==> config.mk <==
export PLATFORM = sky130hd
export DESIGN_NAME = instr_fetch_unit
export DESIGN_NICKNAME = d
export VERILOG_FILES = /design/src/rtl/instr_fetch_unit.sv
export SDC_FILE = /design/constraint.sdc
export NUM_CORES = 1
export LEC_CHECK = 0
export ABC_AREA = 1
export BUFFER_PORTS_ARGS = -buffer_cell sky130_fd_sc_hd__buf_4
export CAP_MARGIN = 10
export CORE_MARGIN = 5
export CORE_UTILIZATION = 53
export CTS_CLUSTER_SIZE = 14
export DETAILED_ROUTE_END_ITERATION = 10
export GPL_ROUTABILITY_DRIVEN = 0
export PLACE_DENSITY_LB_ADDON = 0.12
export SLEW_MARGIN = 20
export SYNTH_ARGS = -nofsm -noshare
export SYNTH_HDL_FRONTEND = slang
export SYNTH_SLANG_ARGS = --single-unit
==> constraint.sdc <==
create_clock -name clk -period 3.7 [get_ports clk]
set_input_delay 0.185 -clock clk [delete_from_list [all_inputs] [get_ports clk]]
set_output_delay 0.185 -clock clk [all_outputs]
set_load 0.03 [all_outputs]
==> src/rtl/instr_fetch_unit.sv <==
// Instruction fetch unit: IDLE/FETCH/ISSUE/HALT sequencer with PC redirect logic.
// Define BRANCH_DELAY_SLOT_EN to execute one delay-slot instruction after each taken redirect.
module instr_fetch_unit #(
  parameter logic [31:0] RESET_PC = 32'h0000_0000
) (
  input  logic        clk,
  input  logic        reset,
  output logic        imem_req,
  output logic [31:0] imem_addr,
  input  logic        imem_valid,
  input  logic [31:0] imem_data,
  output logic [31:0] inst,
  output logic [5:0]  opcode,
  output logic [5:0]  func,
  output logic        inst_valid,
  input  logic        inst_ack,
  input  logic        Jump,
  input  logic        JumpReg,
  input  logic        Branch,
  input  logic        zero,
  input  logic [31:0] rs_data,
  output logic [31:0] pc_out,
  output logic [31:0] link_addr,
  output logic        halted
);

  typedef enum logic [1:0] {IDLE, FETCH, ISSUE, HALT} state_t;

  state_t      state_q, state_d;
  logic [31:0] pc_q, pc_d;
  logic [31:0] inst_q, inst_d;
  logic [31:0] pc_out_q, pc_out_d;
`ifdef BRANCH_DELAY_SLOT_EN
  logic        slot_q, slot_d;
  logic [31:0] tgt_q, tgt_d;
`endif

  logic        is_syscall;
  logic        taken;
  logic [31:0] pc_plus4;
  logic [31:0] br_off;
  logic [31:0] redir_tgt;

  assign is_syscall = (inst_q[31:26] == 6'h00) && (inst_q[5:0] == 6'h0C);
  assign pc_plus4   = pc_out_q + 32'd4;
  assign br_off     = {{14{inst_q[15]}}, inst_q[15:0], 2'b00};

  always_ff @(posedge clk) begin
    if (reset) begin
      state_q  <= IDLE;
      pc_q     <= RESET_PC;
      inst_q   <= 32'h0;
      pc_out_q <= RESET_PC;
`ifdef BRANCH_DELAY_SLOT_EN
      slot_q   <= 1'b0;
      tgt_q    <= 32'h0;
`endif
    end else begin
      state_q  <= state_d;
      pc_q     <= pc_d;
      inst_q   <= inst_d;
      pc_out_q <= pc_out_d;
`ifdef BRANCH_DELAY_SLOT_EN
      slot_q   <= slot_d;
      tgt_q    <= tgt_d;
`endif
    end
  end

  always_comb begin
    state_d = state_q;
    case (state_q)
      IDLE:    state_d = FETCH;
      FETCH:   if (imem_valid) state_d = ISSUE;
      ISSUE:   if (inst_ack) state_d = is_syscall ? HALT : FETCH;
      HALT:    state_d = HALT;
      default: state_d = IDLE;
    endcase
  end

  always_comb begin
    imem_req   = (state_q == FETCH);
    inst_valid = (state_q == ISSUE);
    halted     = (state_q == HALT);
  end

  // Redirect priority: JumpReg, then Jump, then taken branch.
  always_comb begin
    taken = JumpReg | Jump | (Branch & zero);
    if (JumpReg)   redir_tgt = rs_data & 32'hFFFF_FFFC;
    else if (Jump) redir_tgt = {pc_plus4[31:28], inst_q[25:0], 2'b00};
    else           redir_tgt = pc_plus4 + br_off;
  end

  always_comb begin
    pc_d     = pc_q;
    inst_d   = inst_q;
    pc_out_d = pc_out_q;
`ifdef BRANCH_DELAY_SLOT_EN
    slot_d   = slot_q;
    tgt_d    = tgt_q;
`endif
    if (state_q == FETCH && imem_valid) begin
      inst_d   = imem_data;
      pc_out_d = pc_q;
    end
    if (state_q == ISSUE && inst_ack) begin
`ifdef BRANCH_DELAY_SLOT_EN
      // The slot instruction's own redirect inputs are ignored.
      if (slot_q) begin
        pc_d   = tgt_q;
        slot_d = 1'b0;
      end else if (taken) begin
        tgt_d  = redir_tgt;
        slot_d = 1'b1;
        pc_d   = pc_plus4;
      end else begin
        pc_d   = pc_plus4;
      end
`else
      pc_d = taken ? redir_tgt : pc_plus4;
`endif
    end
  end

  assign imem_addr = pc_q;
  assign inst      = inst_q;
  assign opcode    = inst_q[31:26];
  assign func      = inst_q[5:0];
  assign pc_out    = pc_out_q;
`ifdef BRANCH_DELAY_SLOT_EN
  assign link_addr = pc_out_q + 32'd8;
`else
  assign link_addr = pc_out_q + 32'd4;
`endif

endmodule
Word level (Yosys, flattened, before mapping) --
Index checks and enable logic that the tools add are counted.
Storage, ports and cells: register bits after elaboration 98, bits of input ports 72
Operators by class: add/subtract/negate cells 2, eq/ne operators 6, mux-type cells 7, bitwise gates (word level) 3, reduce and logical (&&, ||, !) cells 6
Operators by type and width (count):
- 2-to-1 mux 32 bit | 3
- adder 32 x 3 -> 32 bit (second input constant) | 1
- adder 32 bit | 1
- one-hot mux 2 bit (4 select lines) | 1
- == test 6 x 4 -> 1 bit (second input constant) | 1
- logical NOT 6 bit | 1
- 2-to-1 mux 2 bit | 3
- == test 2 bit (second input constant) | 2
- != test 2 x 1 -> 1 bit (second input constant) | 2
- logical AND 1 bit | 3
- == test 2 x 1 -> 1 bit (second input constant) | 1
- logical NOT 2 bit | 1
- bitwise OR 1 bit | 2
- AND reduction 2 bit | 1
- AND 1 bit | 1

Longest topological paths before layout --
Gate-level depths: netlist of the first run.
depth after elaboration 5, mapped depth 24, mapped depth without buffers 24

Worst setup path before layout of the first run --
OpenSTA, ideal clock, no wires.
kind register to register, start point register pc_out_q[2] (netlist: pc_out[2]), end point register pc_q[31] (netlist: imem_addr[31]), library setup time 131 ps, arrival 3294 ps, data required time 3569 ps, path slack 275 ps, cell stages (with the launch flop) 22, path through dfxtp_1 inv_1 nor2_4 nand4_1 nor2_1 nand3_1 xor2_1 ha_1 nand2_1 inv_1 nand2_1 nand2_1 nand2_1 nand2_1 nand2_1 nand2_1 a21oi_1 nand2_1 nand3_1 nand2_1 nand2_1 a21oi_2
Between the ends: cells in the longest elaborated chain, start to end 5
Ends and longest elaborated chain:
- start, declared | RTL line 32 | logic [31:0] pc_out_q, pc_out_d;
- start signal, assigned | RTL line 62 | pc_out_q <= pc_out_d;
- adder 32 x 3 -> 32 bit
- net link_addr[2] | RTL line 23 | output logic [31:0] link_addr,
- adder 32 bit | RTL line 92 | else redir_tgt = pc_plus4 + br_off;
- 2-to-1 mux 32 bit | RTL line 91 | else if (Jump) redir_tgt = {pc_plus4[31:28], inst_q[25:0], 2'b00};
- 2-to-1 mux 32 bit | RTL line 90 | if (JumpReg) redir_tgt = rs_data & 32'hFFFF_FFFC;
- 2-to-1 mux 32 bit | RTL line 121 | pc_d = taken ? redir_tgt : pc_plus4;
- end signal, assigned | RTL line 60 | pc_q <= pc_d;
- end, declared | RTL line 30 | logic [31:0] pc_q, pc_d;
The timed path passes the listed nets, and every way through them passes these cells. A chain may end at the register's enable or synchronous reset.

Worst setup path in the final report of the first run --
start point register pc_out_q[2] (netlist: pc_out[2]), end point register pc_q[24] (netlist: imem_addr[24])
Between the ends: cells in the longest elaborated chain, start to end 5
Ends and longest elaborated chain:
- adder 32 x 3 -> 32 bit (*) | RTL line 45 | assign pc_plus4 = pc_out_q + 32'd4;
- adder 32 bit | RTL line 92
- 2-to-1 mux 32 bit | RTL line 91
- 2-to-1 mux 32 bit | RTL line 90
- 2-to-1 mux 32 bit (*) | RTL line 121
Every way passes the cells marked *; elsewhere a longest branch is shown, timed or not.

==> run_results.csv, run 1 <==
group,metric,value,unit
worst_setup_path,path_buf_inv,2,
worst_setup_path,reg2reg_setup_slack,0.28,ns
hold_path,min_path_type,"in2reg",
sta,fmax,292,MHz
worst_setup_path,worst-path-stages,18,
grt,track_usage,31.6,%
route,drt_iter0_markers,878,
sta,setup_tns,0,ns
worst_setup_path,cp_slowest_cell,"xor2_1",
finish,fin_nets,1476,
placed_design,port_buffers,212,
clocking,post_cts_buffers,0,
yosys,ys_seq_area_share,27.0,%
sta,setup_viol,0,
route,drt-total-wl,26.4,mm
yosys,syn-cell-area,7250,um2
grt,grt_pass1_wl,40.9,mm
clocking,clk_pin_slew,0.07,ns
yosys,synthCells,1182,
worst_setup_path,startpoint,"pc_out[2]",
worst_setup_path,regToRegEndpoint,"imem_addr[24]",
yosys,synth_nets,1291,
finish,drive_gt1_share,20.0,%
sta,period_share,92.5,%
sta,period_needed,3.42,ns
clocking,htree_levels,3,
hold_path,hp-start,"imem_data[1]",
floorplan,die_h,127,um
power,leakage,4.64,nW
grt,overflow,0,
sta,clock_skew,0.00871,ns
grt,grt_pass1_vias,7891,
sta,relSlewSlack,26.2,%
clocking,post_cts_resize_count,0,
placed_design,dp.cells,1532,
floorplan,initial_core_util,54.3,%
finish,fin_cells,1548,
sta,rsz0062_at_grt,"no",
worst_setup_path,end_kind,"flop",
clocking,cts_buffers,9,
worst_setup_path,startpoint_type,"flop",
worst_setup_path,path_delay_family,"simple AND/OR/NAND/NOR gates",
route,first_pass_iters,6,
floorplan,die_area,16100,um2
worst_setup_path,critPathMaxStageDelay,0.37,ns
route,via_count,8586,
finish,final_cell_mix,"381 x nand2_1, 229 x buf_4, 144 x a21oi_1, 144 x inv_1, 98 x dfxtp_1",
clocking,clk_path_buf_depth,2,
worst_setup_path,critPathKind,"reg2reg",
flow_run,drv_cap,0,
sta,tightest_slew,1.11,ns
power,max-vdd-ir-drop,0.000342,V
outcome,status,"finished, final reports clean",
yosys,ys_ff_latch,98,
worst_setup_path,arrival,3.62,ns
sta,drv_slew,0,
power,power,0.00287,W
worst_setup_path,r2r-start,"pc_out[2]",
route,routedWlPerCell,17.1,um
route,drtAntennaViolNets,0,
worst_setup_path,crit_top_cell,"nand2_1",
finish,diodes,0,
finish,final_common_cell,"nand2_1",
worst_setup_path,endpoint,"imem_addr[24]",
floorplan,rows,42,
finish,utilization,69.1,%
power,power_density,311,nW/um2
route,drcViolationCount,0,
yosys,ys_types,40,
worst_setup_path,r2r_cells,18,
clocking,cts_root_buf,"clkbuf_16",
clocking,cts.sinks,98,
yosys,synth.avg_cell_area,6.14,um2
grt,grt_max_degree,65,
clocking,tritoncts,"done",
worst_setup_path,cp_cell_sequence,"inv_1 > nor2_4 > nand4_1 > nor3_2 > xor2_1 > inv_1 > ha_1 > nand2_1 > nor2_1 > nand2_1 > nor2_1 > nand2_1 > nand3_1 > nand2_1 > nand3_1 > nand2_1 > nand2_1 > a21oi_1",
floorplan,ioPinCount,215,
clocking,cts_hold_buf,0,
route,viasPerCell,5.55,
finish,area_growth,27.2,%
yosys,yosys_warnings,0,
placed_design,dp_hpwl,20.5,mm
floorplan,die_w,127,um
sta,hold_viol_final,0,
floorplan,core-area,13300,um2
worst_setup_path,worstPathRequired,3.90,ns
worst_setup_path,crit_fanout,5,
grt,antenna_found_initial,0,
clocking,insertion_delay,0.35,ns
## report_power, final
group | leakage, nW | switching [W] | internal (W)
Clock | 0.136 | 0.000433 | 0.000529
Combinational | 3.71 | 0.000480 | 0.000268
Sequential | 0.797 | 0.0000614 | 0.00110
Total | 4.64 | 0.000975 | 0.00190
## per-stage QoR
step                instance area, um2  hold slack (ns)  setup slack (ns)
floorplan                         7250            0.330             0.275
global placement                  8930            0.438             0.462
detailed placement                8930            0.444             0.436
CTS                               9220           0.0796             0.375
global route                      9220           0.0809            0.0295
finish                            9220           0.0823             0.277
## cells by family (layout without fill, tap and decap cells)
family	count (synthesis)	count (layout)	share of synthesized area, %
buffers and inverters	204	394	11.4
xor gates and xnor gates	30	30	3.73
and+or+nand+nor	580	580	34.0
DFF	98	98	27.0
AOI/OAI and AO/OA	233	233	17.4
adders and majority gates	37	37	6.49
## Yosys cell counts (all sizes together)
cell / instances / area share, %
nor3: 20 / 2.0
a31oi: 4 / 0.34
o21bai: 8 / 0.83
nand3b: 4 / 0.41
nand3: 63 / 4.4
buf: 24 / 2.1
inv: 147 / 7.6
o21ai: 58 / 4.1
a21oi: 145 / 10
clkinv: 2 / 0.10
nand4: 11 / 0.95
nand2: 389 / 21
nor4: 3 / 0.26
xnor2: 7 / 0.85
and2: 4 / 0.34
dfxtp: 98 / 27
nor2: 81 / 4.6
fa: 1 / 0.28
and3: 2 / 0.17
or2: 3 / 0.26
o221ai: 1 / 0.12
o211ai: 4 / 0.41
xor2: 23 / 2.9
a221oi: 13 / 1.6
clkbuf: 31 / 1.6
ha: 36 / 6.2
## worst reg2reg max path, cell delays in order (launching register included)
cell and delay, ns:
dfxtp_1 0.36, inv_1 0.14, nor2_4 0.21, nand4_1 0.27, nor3_2 0.31, xor2_1 0.37
inv_1 0.17, ha_1 0.35, nand2_1 0.08, nor2_1 0.26, nand2_1 0.12, nor2_1 0.11
nand2_1 0.08, nand3_1 0.08, nand2_1 0.05, nand3_1 0.08, nand2_1 0.10, nand2_1 0.09
a21oi_1 0.06
## how the worst min path moves through the flow
stage               end  slack [ns]  depth (start not counted)
2_1_floorplan  inst[31]        0.33                          2
3_3_place_gp   inst[30]        0.44                          3
3_5_place_dp   inst[25]        0.44                          3
4_1_cts        inst[25]        0.08                          3
5_1_grt        inst[31]        0.08                          3
6_report        inst[1]        0.08                          3
## final cells by class
class / count / area [um2]
Clock inverter: 5 / 62.6
Multi-Input combinational cell: 880 / 4470
Tap cell: 176 / 220
Timing Repair Buffer: 229 / 1720
Fill cell: 1243 / 4120
Inverter: 149 / 559
Clock buffer: 11 / 233
Sequential cell: 98 / 1960
## flip-flops by register name, summed over array words and instances, names as in the netlist
| register | cells |
|---|---|
| inst | 32 |
| imem_addr | 32 |
| state_q | 2 |
| pc_out | 32 |
## metal layers
metal / part of all wire (%) / vias to the layer above / wire length, um / track usage, %
li1: - / 4168 / - / -
met4: 4.6 / 0 / 1210 / 14.3
met1: 40 / 3862 / 10600 / 39.9
met2: 46 / 471 / 12100 / 51.9
met3: 9.4 / 85 / 2480 / 6.76
met5: 0 / - / 0 / 0
Note: power is estimated with default switching activity, not from simulation.
==> run 2: changes to the inputs <==
Settings changed: BUFFER_PORTS_ARGS -buffer_cell sky130_fd_sc_hd__buf_4 to -buffer_cell sky130_fd_sc_hd__buf_2, RECOVER_POWER set to 25.
==> run_results.csv, run 2 (synthesis results as in run 1) <==
group,metric,value,unit
clocking,clk_path_buf_depth,2,
sta,setup_viol,0,
floorplan,die_area,16100,um2
route,first_pass_iters,5,
floorplan,initial_core_util,54.3,%
finish,final_common_cell,"nand2_1",
sta,clock_skew,0.00838,ns
power,clkPwrFrac,33.2,%
hold_path,hp-start,"imem_data[9]",
floorplan,die_w,127,um
worst_setup_path,end_kind,"flop",
grt,overflow,0,
route,via_count,8504,
worst_setup_path,crit_fanout,5,
worst_setup_path,critPathKind,"reg2reg",
clocking,clk_pin_slew,0.07,ns
clocking,cts.sinks,98,
placed_design,dp_hpwl,20.4,mm
sta,fmax,296,MHz
worst_setup_path,startpoint_type,"flop",
power,p_int,0.00182,W
worst_setup_path,reg2reg_setup_slack,0.32,ns
power,power,0.00276,W
sta,period_share,91.2,%
floorplan,ioPinCount,215,
sta,drv_slew,0,
clocking,cts_hold_buf,0,
hold_path,min_to,"inst[9]",
placed_design,port_buffers,212,
floorplan,core-area,13300,um2
sta,period_needed,3.38,ns
clocking,cts_buffers,9,
sta,hold_viol_final,0,
route,routedWlPerCell,16.9,um
worst_setup_path,arrival,3.65,ns
clocking,tritoncts,"done",
finish,final_cell_mix,"381 x nand2_1, 152 x buf_2, 144 x a21oi_1",
outcome,status,"finished, final reports clean",
worst_setup_path,worstPathRequired,3.97,ns
power,switchingPower,0.000938,W
route,drt-total-wl,26.1,mm
clocking,insertion_delay,0.35,ns
grt,antenna_found_initial,3,
grt,grt_pass1_wl,39.9,mm
hold_path,hold_depth,3,
clocking,htree_levels,3,
power,share_comb_of_total_power,24.7,%
route,drtAntennaViolNets,0,
grt,grt_max_degree,65,
finish,fin_cells,1545,
flow_run,drv_cap,0,
placed_design,dp.cells,1532,
clocking,post_cts_buffers,0,
floorplan,rows,42,
sta,relSlewSlack,28.6,%
sta,tightest_slew,1.06,ns
route,drcViolationCount,0,
finish,utilization,64.5,%
finish,area_growth,18.6,%
route,drt_iter0_markers,946,
power,power_density,320,nW/um2
finish,diodes,0,
grt,grt_pass1_vias,7661,
worst_setup_path,r2r-start,"pc_out[2]",
power,switching_share,34.0,%
sta,setup_tns,0,ns
power,max-vdd-ir-drop,0.000420,V
finish,fin_nets,1476,
clocking,cts_root_buf,"clkbuf_16",
route,viasPerCell,5.50,
power,leakage,4.32,nW
clocking,post_cts_resize_count,0,
sta,rsz0062_at_grt,"no",
worst_setup_path,regToRegEndpoint,"imem_addr[30]",
placed_design,preCtsSetupSlack,0.388,ns
hold_path,min_path_type,"in2reg",
power,sequentialPowerShare,42.1,%
finish,drive_gt1_share,15.6,%
sta,setup_ws,0.324,ns
floorplan,die_h,127,um
worst_setup_path,r2r_cells,17,
grt,track_usage,31.1,%
-- run 2: cell types whose count changed in the layout (fill, tap and decap cells not counted), moves of 2 or more --
cell,change
buf_4,-212
buf_2,+152
clkbuf_1,+59
clkinvlp_4,-2
-- run 2: layer usage --
metal  GRT usage, %  routed length (um)  share of wire, %  vias up
met5              0                  32              0.12        -
met4           14.8                1180               4.5        6
met3           7.30                2580               9.9       80
met2           50.9               11900                46      439
met1           38.8               10400                40     3798
li1               -                   -                 -     4181
-- run 2: worst max-delay path by stage --
stage	start	end	slack [ns]	cells past startpoint
after global routing	pc_out[7]	imem_addr[30]	0.04	17
final	pc_out[2]	imem_addr[30]	0.32	17
after global placement	pc_out[3]	imem_addr[22]	0.47	23
after floorplan	pc_out[2]	imem_addr[31]	0.28	21
after CTS	pc_out[3]	imem_addr[30]	0.37	23
after detailed placement	pc_out[3]	imem_addr[30]	0.39	23
-- run 2: cell type report --
type / count / area [um2]
flip-flops and latches: 98 / 1960
clock buffers: 10 / 229
fillers: 1371 / 4740
repair buffers: 229 / 1110
inverters: 149 / 559
clock inverters: 3 / 43.8
well taps: 176 / 220
multi-input cells: 880 / 4480
-- run 2: worst max-delay path, cell delays in order (launching register included) --
cell	delay [ns]
dfxtp_1	0.36
inv_1	0.14
nor2_4	0.20
nand4_1	0.23
nor3_2	0.29
xor2_1	0.37
inv_1	0.17
ha_1	0.37
a21oi_1	0.19
and2_1	0.18
nand2_1	0.09
a21oi_1	0.19
nand2_1	0.07
nand2_1	0.06
nand3_1	0.10
nand3_1	0.10
nand2_1	0.05
a21oi_1	0.13
-- run 2: power by group through the flow --
stage                     combinational (W)  clock, W  sequential [W]
after floorplan                    0.000379         0         0.00125
after global placement             0.000675         0         0.00118
after detailed placement           0.000680         0         0.00118
after CTS                          0.000683  0.000925         0.00116
after global routing               0.000739  0.000960         0.00117
final                              0.000681  0.000915         0.00116
-- run 2: per-stage QoR --
step                hold WS [ns]  cell area [um2]
floorplan                  0.330             7250
global placement           0.436             8400
detailed placement         0.439             8400
CTS                       0.0679             8670
global route              0.0724             8610
finish                    0.0774             8610
